[src/rtl/reg_file_pkg.sv]
// Types and default sizes shared by the register file modules and their
// readback helpers.
package reg_file_pkg;

  localparam int DEFAULT_NUM_REGS = 2;
  localparam int DEFAULT_DATA_W   = 8;

  typedef enum logic [0:0] {
    ST_IDLE   = 1'b0,
    ST_STREAM = 1'b1
  } state_e;

endpackage

[src/rtl/reg_file_snapshot.sv]
// Shadow copy of a whole register file. It captures every register in one
// cycle and reads one entry back through an indexed mux.
module reg_file_snapshot
  import reg_file_pkg::*;
#(
  parameter int NUM_REGS = DEFAULT_NUM_REGS,
  parameter int DATA_W   = DEFAULT_DATA_W,
  parameter int ADDR_W   = $clog2(NUM_REGS)
) (
  input  logic                       clk,
  input  logic                       reset_n,
  input  logic                       capture,
  input  logic [NUM_REGS*DATA_W-1:0] regs_flat,
  input  logic [ADDR_W-1:0]          rd_idx,
  output logic [DATA_W-1:0]          rd_data
);

  logic [DATA_W-1:0] shadow_r [NUM_REGS];
  logic [DATA_W-1:0] rd_data_s;

  // Shadow array: loads all registers at once when capture is high.
  always_ff @(posedge clk or negedge reset_n) begin
    if (!reset_n) begin
      for (int i = 0; i < NUM_REGS; i++) begin
        shadow_r[i] <= {DATA_W{1'b0}};
      end
    end else if (capture) begin
      for (int i = 0; i < NUM_REGS; i++) begin
        shadow_r[i] <= regs_flat[i*DATA_W +: DATA_W];
      end
    end
  end

  // Read mux. An index past the last register returns zero, which keeps
  // non-power-of-two sizes safe.
  always_comb begin
    rd_data_s = {DATA_W{1'b0}};
    for (int i = 0; i < NUM_REGS; i++) begin
      rd_data_s = rd_data_s | ((rd_idx == ADDR_W'(i)) ? shadow_r[i] : {DATA_W{1'b0}});
    end
  end

  assign rd_data = rd_data_s;

endmodule

[src/rtl/reg_file_dumper.sv]
// Snapshots a register file and streams it out one register per beat over
// valid/ready. Each beat carries its register address and a last flag.
module reg_file_dumper
  import reg_file_pkg::*;
#(
  parameter  int NUM_REGS = DEFAULT_NUM_REGS,
  parameter  int DATA_W   = DEFAULT_DATA_W,
  localparam int ADDR_W   = $clog2(NUM_REGS)
) (
  input  logic                       clk,
  input  logic                       reset_n,
  input  logic                       start,
  input  logic [NUM_REGS*DATA_W-1:0] regs_flat,
  output logic                       busy,
  output logic                       out_valid,
  input  logic                       out_ready,
  output logic [ADDR_W-1:0]          out_addr,
  output logic [DATA_W-1:0]          out_data,
  output logic                       out_last,
  output logic                       done
);

  localparam logic [ADDR_W-1:0] LAST_IDX = ADDR_W'(NUM_REGS - 1);

  state_e              state_r, state_s;
  logic [ADDR_W-1:0]   idx_r, idx_s;
  logic [DATA_W-1:0]   data_r, data_s;
  logic                busy_r, valid_r, done_r, done_s;
  logic                capture_s;
  logic [ADDR_W-1:0]   rd_idx_s;
  logic [DATA_W-1:0]   rd_data_s;

  // The data register is loaded one beat ahead, so the mux looks at idx+1.
  assign rd_idx_s = idx_r + ADDR_W'(1);

  reg_file_snapshot #(
    .NUM_REGS (NUM_REGS),
    .DATA_W   (DATA_W),
    .ADDR_W   (ADDR_W)
  ) u_snapshot (
    .clk       (clk),
    .reset_n   (reset_n),
    .capture   (capture_s),
    .regs_flat (regs_flat),
    .rd_idx    (rd_idx_s),
    .rd_data   (rd_data_s)
  );

  // Next-state, index and registered-output decode.
  always_comb begin
    state_s   = state_r;
    idx_s     = idx_r;
    data_s    = data_r;
    done_s    = 1'b0;
    capture_s = 1'b0;
    case (state_r)
      ST_IDLE: begin
        if (start) begin
          capture_s = 1'b1;
          idx_s     = {ADDR_W{1'b0}};
          data_s    = regs_flat[DATA_W-1:0];
          state_s   = ST_STREAM;
        end else begin
          data_s = {DATA_W{1'b0}};
        end
      end
      ST_STREAM: begin
        if (out_ready) begin
          if (idx_r == LAST_IDX) begin
            state_s = ST_IDLE;
            idx_s   = {ADDR_W{1'b0}};
            data_s  = {DATA_W{1'b0}};
            done_s  = 1'b1;
          end else begin
            idx_s  = idx_r + ADDR_W'(1);
            data_s = rd_data_s;
          end
        end else begin
          data_s = data_r;
        end
      end
      default: begin
        state_s = ST_IDLE;
        idx_s   = {ADDR_W{1'b0}};
        data_s  = {DATA_W{1'b0}};
      end
    endcase
  end

  // State and output registers.
  always_ff @(posedge clk or negedge reset_n) begin
    if (!reset_n) begin
      state_r <= ST_IDLE;
      idx_r   <= {ADDR_W{1'b0}};
      data_r  <= {DATA_W{1'b0}};
      busy_r  <= 1'b0;
      valid_r <= 1'b0;
      done_r  <= 1'b0;
    end else begin
      state_r <= state_s;
      idx_r   <= idx_s;
      data_r  <= data_s;
      busy_r  <= (state_s == ST_STREAM);
      valid_r <= (state_s == ST_STREAM);
      done_r  <= done_s;
    end
  end

  assign busy      = busy_r;
  assign out_valid = valid_r;
  assign out_data  = data_r;
  assign done      = done_r;
  assign out_addr  = valid_r ? idx_r : {ADDR_W{1'b0}};
  assign out_last  = valid_r & (idx_r == LAST_IDX);

endmodule

[config.mk]
export PLATFORM = sky130hd
export DESIGN_NAME = reg_file_dumper
export DESIGN_NICKNAME = d
export VERILOG_FILES = /design/src/rtl/reg_file_pkg.sv /design/src/rtl/reg_file_snapshot.sv /design/src/rtl/reg_file_dumper.sv
export SDC_FILE = /design/constraint.sdc
export NUM_CORES = 1
export LEC_CHECK = 0
export BUFFER_PORTS_ARGS = -buffer_cell sky130_fd_sc_hd__buf_2
export CORE_MARGIN = 3
export CORE_UTILIZATION = 51
export DETAILED_ROUTE_END_ITERATION = 16
export GPL_TIMING_DRIVEN = 0
export MAX_ROUTING_LAYER = met4
export PLACE_DENSITY = 0.81
export SLEW_MARGIN = 40
export SYNTH_ARGS = -nofsm -noshare
export SYNTH_HDL_FRONTEND = slang
export SYNTH_SLANG_ARGS = --single-unit
[constraint.sdc]
create_clock -name clk -period 3.4 [get_ports clk]
set_clock_uncertainty 0.05 [all_clocks]
set_input_delay 0 -clock clk [delete_from_list [all_inputs] [get_ports clk]]
set_output_delay 0 -clock clk [all_outputs]
set_load 0.02 [all_outputs]
* Word level (Yosys, flattened, before mapping)
Index checks and enable logic that the tools add are counted.
** Storage, ports and cells
- Word-level logic and storage cells :: 32
- Output and inout bits :: 13
- Memory bits (read-only) :: 0
- Input port bits :: 20
- Bits in registers :: 27
- Memories :: 0
- RAM bits :: 0
- Latch bits :: 0
** Operators by class
- Bitwise operators :: 3
- Multiply operators :: 0
- Reductions and logical operators :: 1
- Muxes and demuxes :: 19
- Shifts and indexed selects :: 0
- $lt $le $gt $ge :: 0
- $add $sub $neg :: 1
- Eq/ne operators :: 2
- Divide/modulo/power cells :: 0
** Operators by type and width (count)
- two-way mux 8 bit :: 5
- one-hot mux 8 bit (2 select lines) :: 1
- two-way mux 1 bit :: 11
- bitwise OR 8 bit :: 1
- inequality test 2 bit, second input constant :: 2
- one-hot mux 1 bit (2 select lines) :: 2
- AND reduction 2 bit :: 1
- adder 1 bit, second input constant :: 1
- AND 1 bit :: 1
- NOT 1 bit :: 1

* Longest topological paths before layout
- Depth in word-level cells :: 6
- Mapped depth :: 5
- Depth with buffers taken out :: 2

* Cells and area by module
A second synthesis with hierarchy kept.
** Second synthesis, totals
- Cell total of the unflattened synthesis :: 105
- Area, all modules :: 1400.1 µm²
** Modules (own cells, without submodules)
- reg_file_snapshot :: times used 1, cells each 43, area each 744.5 µm², seq. area each 400.4 µm²
- reg_file_dumper :: times used 1, cells each 62, area each 655.6 µm², seq. area each 275.3 µm²

* Worst setup path after synthesis
Ideal clock, no wire load.
- Path kind :: reg2out
- From :: register valid_r, in the netlist out_valid
- To :: output port out_last
- Buffers on the path :: 3
- Data required time :: 3.350 ns
- Path slack :: 2.015 ns
- Data arrival time :: 1.335 ns
- Stages on the path, launching flop included :: 5
- Cells stage by stage :: dfrtp_1 -> clkbuf_1 -> buf_4 -> and2_1 -> buf_4
** Between the ends
- Word-level cells in the longest chain between the ends :: 1
** RTL lines
- start, declared :: RTL line reg_file_dumper.sv:28 : logic busy_r, valid_r, done_r, done_s;
- start signal, assigned :: RTL line reg_file_dumper.sv:104 : valid_r <= (state_s == ST_STREAM);
- AND 1 bit :: RTL line reg_file_dumper.sv:114 : assign out_last = valid_r & (idx_r == LAST_IDX);
- end, declared :: RTL line reg_file_dumper.sv:19 : output logic out_last,
No other way between the ends.

==> results.md <==
* IO Pins at 33
* CP Capture Point: out_data[2]
* Final wirelength at 2330 µm
* DRT iter0 DRCs at 18
* Hold crit path type: input pin to register
* Worst slew pin tran at 458 ps
* Worst Path Max Fanout at 10
* Post-synthesis simple-gate area fraction at 24.2%
* Initial Util at 58.3%
* Crit start category: register
* Period minus WS final at 1770 ps
* CTS Buf Count at 3
* Seq cells post-synth at 19
* Yosys top cell area share at 50.6%
* Inserted Diodes at 0
* Vias/cell at 5.12
* Die footprint at 2390 µm²
* TritonCTS clock tree: done
* Overflow after GRT at 0
* Compound-cell area share of the yosys netlist at 6.26%
* Worst-skew pair later-pin latency at 290 ps
* Post-Syn Instances at 79
* Ys Warns at 0
* Clock transition at path regs at 100 ps
* Largest net degree at the start of global routing at 20
* CP Capture Type: register
* Die width at 48.9 µm
* Largest family of logic cells by synthesized area: simple AND/OR/NAND/NOR gates
* Status: completed
* First-pass GRT wire length at 4110 µm
* R2R Setup Slk at 1630 ps
* PwrDens at 766 nW/µm²
* Area of the mapped netlist at 940 µm²
* Syn nets at 99
* Register area share after synthesis at 50.6%
* Synth cell types at 18
* Fmax at 566 MHz
* Die Ht at 48.9 µm
* Slew HR at 69.5%
* Setup TNS at 0 ps
* Cell Rows at 14
* Final hold violation count at 0
* Leak pwr at 0.619 nW
* DRC errors left at 0
* Yosys top cell by area: dfrtp_1
* # setup viols final at 0
* Multiplexer area fraction after synthesis at 9.99%
* Worst path required time at 3550 ps
* Tot GR Track Use at 23.0%
* Worst Setup SP: out_valid
* Adder-Cell Fraction of Synth Area at 0%
* Clk buf depth at 2
* Initial antenna violation count at 0
* Final ANT Viol Nets at 0
* Dpl hpwl at 1380 µm
* Syn-to-layout area delta at 49.1%
* Resized Gates After CTS at 0
* Top cells by area, synth: dfrtp_1 51%, nand3b_1 13%, mux2_2 8.4%
* Vias in the first global route at 888
* DRT Pass-1 Iters at 4
* Max Transition Viols Final at 0
* Clock Sink Count at 19
* Final #Nets at 160
* Clock H-tree levels at 1
* WL per Instance at 14.3 µm
* Max Cap Violations at 0
* Power, Total at 1.07 mW
* Reg2reg end: out_data[2]
* Mean Syn Cell Area at 11.9 µm²
* Placer Congestion at 0.773
* Core ar. at 1610 µm²
* Maximum vdd ir drop at 537 µV
* RR Startpoint: out_valid
* R2R depth at 4
* I/O Buffers at 31
* RSZ-0062 raised after global routing: false
* Via count at 834
* Critical path type: register to register
* CTS root buffer: clkbuf_4
* Final period utilization at 52.0%
* WP data arrival at 1920 ps
* Share of layout cells above drive strength 1 at 35.3%
* XOR/XNOR share of the synthesized area at 0.932%
-- placed cells by master (no fill, tap or decap) --
cell type      Yosys  layout
a22o_1             1       1
a31oi_1            8       8
and2_1             1       1
and3_1             1       1
buf_1              1       1
buf_2              0      31
buf_4              3       3
buf_6              3       3
clkbuf_1           4       5
clkbuf_4           0       3
dfrtp_1           19      19
dlygate4sd3_1      0      25
mux2_2             7       7
mux2_4             1       1
nand2b_1           2       2
nand2b_4           1       1
nand3_1            1       1
nand3b_1          16      16
nor2_1             1       1
nor3b_1            8       8
xor2_1             1       1
-- critical path: stages (launching register included) --
cell and delay (ps):
dfrtp_1 440, clkbuf_1 210, nand3b_1 190, dlygate4sd3_1 560, a31oi_1 220
-- logic make-up after synthesis --
family | after synthesis
AND/OR/NAND/NOR | 31
flip-flops | 19
buffers and inverters | 11
AO/OA/AOI/OAI | 9
multiplexers | 8
XOR/XNOR | 1
-- per-layer routing --
| layer | vias to the layer above | global-route usage [%] | share of wire [%] |
|---|---|---|---|
| li1 | 403 | - | - |
| met1 | 400 | 25.3 | 41 |
| met2 | 29 | 42.8 | 54 |
| met3 | 2 | 2.75 | 3.8 |
| met4 | 0 | 7.11 | 0.47 |
| met5 | - | - | 0 |
-- Yosys cell counts --
library cell and n:
dfrtp_1 19, nand3b_1 16, a31oi_1 8, nor3b_1 8
mux2_2 7, clkbuf_1 4, buf_4 3, buf_6 3
nand2b_1 2, a22o_1 1, and2_1 1, and3_1 1
buf_1 1, mux2_4 1, nand2b_4 1, nand3_1 1
nor2_1 1, xor2_1 1
-- sequential cells by signal, indices dropped and copies added, names as in the netlist --
signal               flops
out_data                 8
u_snapshot.shadow_r      8
done                     1
idx_r                    1
out_valid                1
-- layout make-up --
class                           count  area (µm²)
Sequential cell                    19         475
Clock buffer                        4        26.3
Multi-Input combinational cell     49         389
Buffer                             11        75.1
Fill cell                          96         210
Timing Repair Buffer               56         405
Tap cell                           24        30.0
-- through the flow --
| stage | util, % | cell area [µm²] | worst slack, ps | hold slack [ps] | std cells |
|---|---|---|---|---|---|
| floorplan | - | 940 | 2010 | -346 | 79 |
| global placement | 69.8 | 1120 | 2050 | -93.9 | 134 |
| detailed placement | 69.8 | 1120 | 2040 | -94.3 | 134 |
| CTS | 87.0 | 1400 | 1700 | 23.6 | 163 |
| global route | 87.0 | 1400 | 1510 | 45.0 | 163 |
| finish | 87.0 | 1400 | 1630 | 33.6 | 163 |
-- how the worst min path moves through the flow --
stage,start,endpoint,slack (ps),cells after the start
6_report,start,idx_r,30,3
5_1_grt,start,idx_r,50,3
4_1_cts,start,idx_r,20,3
3_5_place_dp,reset_n,out_data[7],-90,1
3_3_place_gp,reset_n,out_data[7],-90,1
2_1_floorplan,reset_n,done,-350,0
-- timing repair --
action | in CTS | in global routing
endpoints found under the hold margin | 35 | 0
setup endpoints to repair | 0 | 0
buffers inserted | 0 | 0
hold buffers | 25 | 0
-- report_power, final --
part / internal [mW] / leakage (nW) / switching (mW) / total, mW
sequential: 0.337 / 0.228 / 0.0666 / 0.403
clock: 0.0456 / 0.0150 / 0.0658 / 0.111
combinational: 0.278 / 0.376 / 0.281 / 0.559
total: 0.660 / 0.619 / 0.413 / 1.07
No activity file was read; power rests on OpenSTA's default activity.
